[src/rtl/adjust_ctrl_if.sv]
// Control bus between the adjust controller and a time-field counter.
// The controller owns the master side and drives the inc/dec/en pulses.
interface adjust_ctrl_if;
  logic tick;
  logic arm;
  logic btn_up;
  logic btn_dn;
  logic inc;
  logic dec;
  logic en;
  logic repeating;

  modport master (
    input  tick,
    input  arm,
    input  btn_up,
    input  btn_dn,
    output inc,
    output dec,
    output en,
    output repeating
  );

  modport slave (
    output tick,
    output arm,
    output btn_up,
    output btn_dn,
    input  inc,
    input  dec,
    input  en,
    input  repeating
  );
endinterface

[src/rtl/adjust_ctrl.sv]
// Turns debounced up/down button levels into single-cycle inc/dec/en pulses,
// with auto-repeat after a hold delay, paced by a prescaled tick strobe.
module adjust_ctrl #(
  parameter int CNT_BIT      = 16,
  parameter int HOLD_TICKS   = 500,
  parameter int REPEAT_TICKS = 100
) (
  input  logic          clk,
  input  logic          reset_n,
  adjust_ctrl_if.master bus
);

  typedef enum logic [1:0] {
    IDLE,
    HOLD,
    REPEAT
  } state_t;

  localparam logic [CNT_BIT-1:0] HOLD_LAST   = CNT_BIT'(HOLD_TICKS - 1);
  localparam logic [CNT_BIT-1:0] REPEAT_LAST = CNT_BIT'(REPEAT_TICKS - 1);

  logic [1:0]         up_sync;
  logic [1:0]         dn_sync;
  logic               up_s;
  logic               dn_s;
  state_t             state;
  logic [CNT_BIT-1:0] cnt;
  logic               dir;
  logic               held;
  logic               inc_q;
  logic               dec_q;
  logic               en_q;
  logic               rep_q;

  assign up_s = up_sync[1];
  assign dn_s = dn_sync[1];

  // Level of whichever button started the current press.
  assign held = dir ? up_s : dn_s;

  assign bus.inc       = inc_q;
  assign bus.dec       = dec_q;
  assign bus.en        = en_q;
  assign bus.repeating = rep_q;

  // Two-flop synchronizers for the asynchronous button levels.
  always_ff @(posedge clk or negedge reset_n) begin
    if (!reset_n) begin
      up_sync <= 2'b00;
      dn_sync <= 2'b00;
    end else begin
      up_sync <= {up_sync[0], bus.btn_up};
      dn_sync <= {dn_sync[0], bus.btn_dn};
    end
  end

  // Press / hold / repeat state machine with registered pulse outputs.
  always_ff @(posedge clk or negedge reset_n) begin
    if (!reset_n) begin
      state <= IDLE;
      cnt   <= '0;
      dir   <= 1'b0;
      inc_q <= 1'b0;
      dec_q <= 1'b0;
      en_q  <= 1'b0;
      rep_q <= 1'b0;
    end else begin
      inc_q <= 1'b0;
      dec_q <= 1'b0;
      en_q  <= 1'b0;
      case (state)
        IDLE: begin
          cnt   <= '0;
          rep_q <= 1'b0;
          if (bus.arm && up_s && !dn_s) begin
            inc_q <= 1'b1;
            en_q  <= 1'b1;
            dir   <= 1'b1;
            state <= HOLD;
          end else if (bus.arm && dn_s && !up_s) begin
            dec_q <= 1'b1;
            en_q  <= 1'b1;
            dir   <= 1'b0;
            state <= HOLD;
          end
        end
        HOLD: begin
          if (!bus.arm || !held) begin
            state <= IDLE;
            cnt   <= '0;
          end else if (bus.tick) begin
            if (cnt == HOLD_LAST) begin
              inc_q <= dir;
              dec_q <= ~dir;
              en_q  <= 1'b1;
              cnt   <= '0;
              rep_q <= 1'b1;
              state <= REPEAT;
            end else begin
              cnt <= cnt + 1'b1;
            end
          end
        end
        REPEAT: begin
          if (!bus.arm || !held) begin
            state <= IDLE;
            cnt   <= '0;
            rep_q <= 1'b0;
          end else if (bus.tick) begin
            if (cnt == REPEAT_LAST) begin
              inc_q <= dir;
              dec_q <= ~dir;
              en_q  <= 1'b1;
              cnt   <= '0;
            end else begin
              cnt <= cnt + 1'b1;
            end
          end
        end
        default: begin
          state <= IDLE;
          cnt   <= '0;
          rep_q <= 1'b0;
        end
      endcase
    end
  end

endmodule
[src/flat_wrapper.sv]
// flat-port wrapper written by rule: the top's interface ports become plain ports
module adjust_ctrl_flat 
#(
  parameter int CNT_BIT      = 16,
  parameter int HOLD_TICKS   = 500,
  parameter int REPEAT_TICKS = 100
)
  (clk, reset_n, bus_tick, bus_arm, bus_btn_up, bus_btn_dn, bus_inc, bus_dec, bus_en, bus_repeating);
  adjust_ctrl_if bus_i ();
  input  logic clk;
  input  logic reset_n;
  input wire logic [$bits(bus_i.tick)-1:0] bus_tick;
  input wire logic [$bits(bus_i.arm)-1:0] bus_arm;
  input wire logic [$bits(bus_i.btn_up)-1:0] bus_btn_up;
  input wire logic [$bits(bus_i.btn_dn)-1:0] bus_btn_dn;
  output wire logic [$bits(bus_i.inc)-1:0] bus_inc;
  output wire logic [$bits(bus_i.dec)-1:0] bus_dec;
  output wire logic [$bits(bus_i.en)-1:0] bus_en;
  output wire logic [$bits(bus_i.repeating)-1:0] bus_repeating;
  assign bus_i.tick = bus_tick;
  assign bus_i.arm = bus_arm;
  assign bus_i.btn_up = bus_btn_up;
  assign bus_i.btn_dn = bus_btn_dn;
  assign bus_inc = bus_i.inc;
  assign bus_dec = bus_i.dec;
  assign bus_en = bus_i.en;
  assign bus_repeating = bus_i.repeating;
  adjust_ctrl #(.CNT_BIT(CNT_BIT), .HOLD_TICKS(HOLD_TICKS), .REPEAT_TICKS(REPEAT_TICKS)) u_core (.clk(clk), .reset_n(reset_n), .bus(bus_i));
endmodule
[config.mk]
export PLATFORM = sky130hd
export DESIGN_NAME = adjust_ctrl_flat
export DESIGN_NICKNAME = d
export VERILOG_FILES = /design/src/rtl/adjust_ctrl_if.sv /design/src/rtl/adjust_ctrl.sv /design/src/flat_wrapper.sv
export SDC_FILE = /design/constraint.sdc
export NUM_CORES = 1
export LEC_CHECK = 0
export ABC_AREA = 1
export CELL_PAD_IN_SITES_DETAIL_PLACEMENT = 0
export CELL_PAD_IN_SITES_GLOBAL_PLACEMENT = 1
export CORE_AREA = 2 2 75 63
export DETAILED_ROUTE_END_ITERATION = 12
export DIE_AREA = 0 0 77 65
export PLACE_DENSITY_LB_ADDON = 0.05
export REMOVE_ABC_BUFFERS = 1
export SETUP_SLACK_MARGIN = 0.3
export SLEW_MARGIN = 40
export SYNTH_ARGS = -nofsm -noshare
export SYNTH_HDL_FRONTEND = slang
export SYNTH_SLANG_ARGS = --single-unit
[constraint.sdc]
create_clock -name clk -period 1.6 [get_ports clk]
set_clock_uncertainty 0.05 [all_clocks]
set_input_delay 0.24 -clock clk [delete_from_list [all_inputs] [get_ports clk]]
set_output_delay 0.24 -clock clk [all_outputs]
set_load 0.02 [all_outputs]
* After elaboration in Yosys (flattened, before gate mapping)
Index checks and enable logic that the tools add are counted.
** Storage, ports and cells
- Input port bits :: 6
- Output and inout port bits :: 4
- Register bits after elaboration :: 27
- Word-level logic and storage cells :: 85
** Cells by class
- Multiplexer cells :: 47
- Bitwise gates (word level) :: 1
- Reduce and logical (&&, ||, !) cells :: 15
- Add/sub/neg operators :: 1
- Eq/ne operators :: 12
** Operators by type and width (number)
- $mux 16 :: 6
- $pmux 16 s2 :: 1
- $mux 1 :: 29
- $add 16x1->16 const B :: 1
- $eq 16x7->1 const B :: 1
- $eq 16x9->1 const B :: 1
- $mux 2 :: 6
- $pmux 1 s3 :: 3
- $reduce_and 4->1 :: 2
- $ne 3x1->1 const B :: 2
- $ne 3x2->1 const B :: 2
- $pmux 2 s3 :: 1
- $logic_and 1x1->1 :: 4
- $logic_not 1->1 :: 4
- $ne 2x1->1 const B :: 2
- $ne 2x2->1 const B :: 2
- $reduce_and 2->1 :: 2
- $eq 2x1->1 const B :: 1
- $eq 2x2->1 const B :: 1
- $logic_not 2->1 :: 1
- $pmux 1 s2 :: 1
- $reduce_bool 2->1 :: 1
- $logic_or 1x1->1 :: 1
- $not 1->1 :: 1

* Longest topological paths before layout
- Depth after elaboration :: 5
- Mapped depth :: 12
- Depth with buffers taken out :: 11

* Worst setup path after synthesis
No wires, ideal clock.
- Kind :: reg2reg
- From :: register u_core.state[0]
- To :: register u_core.cnt[3]
- Library setup time :: 120 ps
- Path buffers :: 1
- Required time :: 1430 ps
- Setup slack :: 91 ps
- Stages on the path, launching flop included :: 11
- Clock period less this slack :: 1509 ps
- Arrival :: 1340 ps
- Cell sequence :: dfrtp_1 inv_1 ha_1 inv_1 nor2_1 nand4_1 nand2_2 buf_6 nor2_1 xor2_1 nor2_1
** Between the ends
- Cells in the longest elaborated chain, start to end :: 3
- Elaborated cells between the ends (all ways) :: 6
- Those cells by class :: eq/ne (4); mux (1); reduce/logical (1)
** Ends and longest elaborated chain
- start: declaration :: RTL line adjust_ctrl.sv:26 : state_t state;
- start signal: assignment :: RTL line adjust_ctrl.sv:60 : state <= IDLE;
- start signal: assignment :: RTL line adjust_ctrl.sv:79 : state <= HOLD;
- start signal: assignment :: RTL line adjust_ctrl.sv:84 : state <= HOLD;
- $eq 2x2->1 / $eq 2x1->1 (equally long branches) :: RTL line adjust_ctrl.sv:71 : case (state)
- $ne 3x2->1 (no line)
- $reduce_and 2->1 (no line)
- end signal: assignment :: RTL line adjust_ctrl.sv:100 : cnt <= cnt + 1'b1;
- end signal: assignment :: RTL line adjust_ctrl.sv:116 : cnt <= cnt + 1'b1;
- end: declaration :: RTL line adjust_ctrl.sv:27 : logic [CNT_BIT-1:0] cnt;
Several ways; a longest one is shown, not always the timed one.
A chain may end at the register's enable or synchronous reset.

* Worst setup path in the final report
- From :: register u_core.state[0]
- To :: register u_core.cnt[12]
Same word-level chain as after synthesis.

==> results.yml <==
clocking:
  cts_root_buffer: "clkbuf_8"
  htree_levels: 1
  postCtsHoldBufs: 0
  cts_buffer_depth: 2
  cts_tree: "yes"
  cts_buffers: 3
  cts.clk_slew.worst_paths_ns: 0.09
  clock_latency_ns: 0.27
  clock-sinks: 27
routing:
  drt-total-wl_um: 4570
  ant_nets: 0
  drt_pass1_iterations: 4
  viasPerCell: 4.88
  wl_per_cell_um: 13.5
  drtIter0Drc: 59
  post-route-drc-count: 0
  via_count: 1651
global_routing:
  grt_pass1_vias: 1680
  grt_usage_pct: 19.7
  grt_start_max_net_pins: 28
  antenna_found_initial: 0
  grt_pass1_wl_um: 7730
  grt-ovfl-total: 0
die:
  die_h_um: 65
  initial_core_util_pct: 36.8
  num_rows: 22
  coreArea_um2: 4350
  die_w_um: 77
  dieArea_um2: 5010
  io_pins: 10
place:
  numPortBuffers: 9
  placed_cells: 318
  hpwl_um: 3290
  dp_slack_ns: -0.288
  placed_area_um2: 1990
  gp_congestion: 0.878
power:
  power_frac_seq_pct: 32.0
  power.density_nw_per_um2: 1030
  p_int_mw: 1.55
  p_switching_uw: 993
  p_total_mw: 2.54
  swShare_pct: 39.1
  combPwrFrac_pct: 52.3
  vdd_ir_drop_max_mv: 0.736
  leakagePower_nw: 1.08
  p_clk_share_pct: 15.7
timing:
  maxSlewViolCount: 0
  maxSlewHeadroom_pct: 73.2
  worstMarginPinSlew_ns: 0.400
  finalCritPeriodShare_pct: 103
  timing.final.crit_period_ns: 1.65
  finalSetupViolCount: 8
  setup_ws_ns: -0.0522
  hold_violations: 0
  rsz0062_at_grt: "yes"
  fmax_ghz: 0.605
final_layout:
  final_cells: 338
  fin_nets: 290
  n_antenna_cell: 0
  postLayoutCellArea_um2: 2460
  synthToLayoutAreaGrowth_pct: 53.4
  finish.utilization_pct: 56.5
  drive_above_1_share_pct: 41.0
synth:
  ys_seq_elements: 27
  ys_warn_count: 0
  synthCells: 218
  synth_edf_count: 0
  seq_area_frac_synth_pct: 42.2
  syn_area_um2: 1600
  synth.top_cell.area_share_pct: 42.2
  synth.top_cells.by_area: "dfrtp_1 (42%), nand2_1 (11%), nand3_1 (8.8%), nor2_1 (8.4%), inv_1 (6.6%)"
  synth-async-reset-ratio_pct: 100
  ys_types: 21
  synth_top_area_cell: "dfrtp_1"
  yosysMostFrequentCell: "nand2_1"
  synth_flop_cell: "dfrtp_1"
  synth.avg_cell_area_um2: 7.35
  synthTopCellsByCount: "nand2_1 (46), nor2_1 (36), inv_1 (28), nand3_1 (28), dfrtp_1 (27)"
min_path:
  min_path_type: "primary input to asynchronous set/reset pin"
worst_setup_path:
  cp.required_ns: 1.76
  max_stage_delay_ns: 0.43
  crit_arrival_ns: 1.81
  cpMaxStageDelayCell: "dfrtp_1"
  crit_chain: "inv_2, ha_4, inv_2, nor2_1, nand4_1, buf_4, nand2_8, nor2_4, nand4_1, o21ai_1"
  endpoint_kind: "register"
  crit_fanout: 4
  worst_setup_path_start_kind: "register"
  worstSetupPathType: "register to register"
outcome:
  violations: "negative setup slack"
  status: "complete, but fails checks"
run:
  maxCapViolations: 0
==> critical path: cells and delay by family, from the launching register on <==
family | cells | cell delay [ns]
buf+inv | 3 | 0.30
simple gates | 5 | 0.54
fa+ha+maj | 1 | 0.16
flops | 1 | 0.43
compound gates | 1 | 0.09
==> repair_timing <==
action                     in CTS  in global routing
setup buffers                   9                  6
cloned                          1                  0
hold endpoints to repair        0                  0
pin swaps                      21                 12
setup endpoints to repair      27                 25
gates resized for setup        62                 30
==> per-stage QoR <==
step	setup TNS, ns	hold slack [ns]
floorplan	0	-0.106
global placement	-2.91	0.283
detailed placement	-3.69	0.286
CTS	-0.166	0.308
global route	-2.13	0.322
finish	-0.220	0.283
==> state kept, by name, summed over array words and instances (netlist names) <==
signal and count:
u_core.cnt 16, u_core.dn_sync 2, u_core.state 2, u_core.up_sync 2, u_core.bus.dec 1, u_core.bus.en 1
u_core.bus.inc 1, u_core.bus.repeating 1, u_core.dir 1
==> layout by cell type (no fill, tap or decap), types with 4 or more instances in the layout <==
cell,count
nor2_2,10
nand2_2,10
nand2_1,39
inv_1,22
nand3_1,18
clkdlybuf4s50_1,4
dfrtp_1,25
nor2_4,6
nand3_2,8
inv_2,5
buf_6,7
buf_4,41
nor3_1,4
o21ai_1,5
nand4_1,8
nor2_1,22
==> path summary, 6_finish.rpt <==
path,slack [ns],cells after the start,start,endpoint
min reg2reg,0.31,0,u_core.up_sync[0],u_core.up_sync[1]
max in group asynchronous,0.93,2,reset_n,u_core.state[1]
max,-0.05,10,u_core.state[0],u_core.cnt[12]
max reg2reg,-0.05,10,u_core.state[0],u_core.cnt[12]
min,0.28,2,reset_n,u_core.cnt[13]
min in group clk,0.31,0,u_core.up_sync[0],u_core.up_sync[1]
==> power groups by stage <==
stage / logic, mW / clock network, mW / registers, mW
final: 1.33 / 0.399 / 0.813
after global routing: 1.44 / 0.441 / 0.823
after CTS: 1.17 / 0.403 / 0.801
after detailed placement: 0.874 / 0 / 0.808
after global placement: 0.869 / 0 / 0.806
after floorplan: 0.418 / 0 / 0.807
==> metal layers <==
| layer | part of all wire [%] | routed length (µm) | track usage, % | vias to the layer above |
|---|---|---|---|---|
| li1 | - | - | - | 821 |
| met1 | 49 | 2250 | 27.5 | 790 |
| met2 | 46 | 2120 | 32.1 | 36 |
| met3 | 3.7 | 167 | 3.62 | 4 |
| met4 | 0.85 | 39 | 4.46 | 0 |
| met5 | 0 | 0 | 0 | - |
==> cell type report <==
cell class              count  area, µm²
multi-input cells         159       1050
flip-flops and latches     27        678
clock buffers               4       45.0
repair buffers             57        477
well taps                  60       75.1
fillers                   415       1890
inverters                  31        131
==> kinds of logic after synthesis <==
group | count (synthesis) | synth area share, %
buffers and inverters | 33 | 8.67
AND/OR/NAND/NOR | 134 | 37.8
adder cells (fa/ha/maj) | 5 | 3.91
flip-flops | 27 | 42.2
XOR/XNOR | 5 | 2.73
AO/OA/AOI/OAI | 14 | 4.69
(Power assumes the default switching activity.)
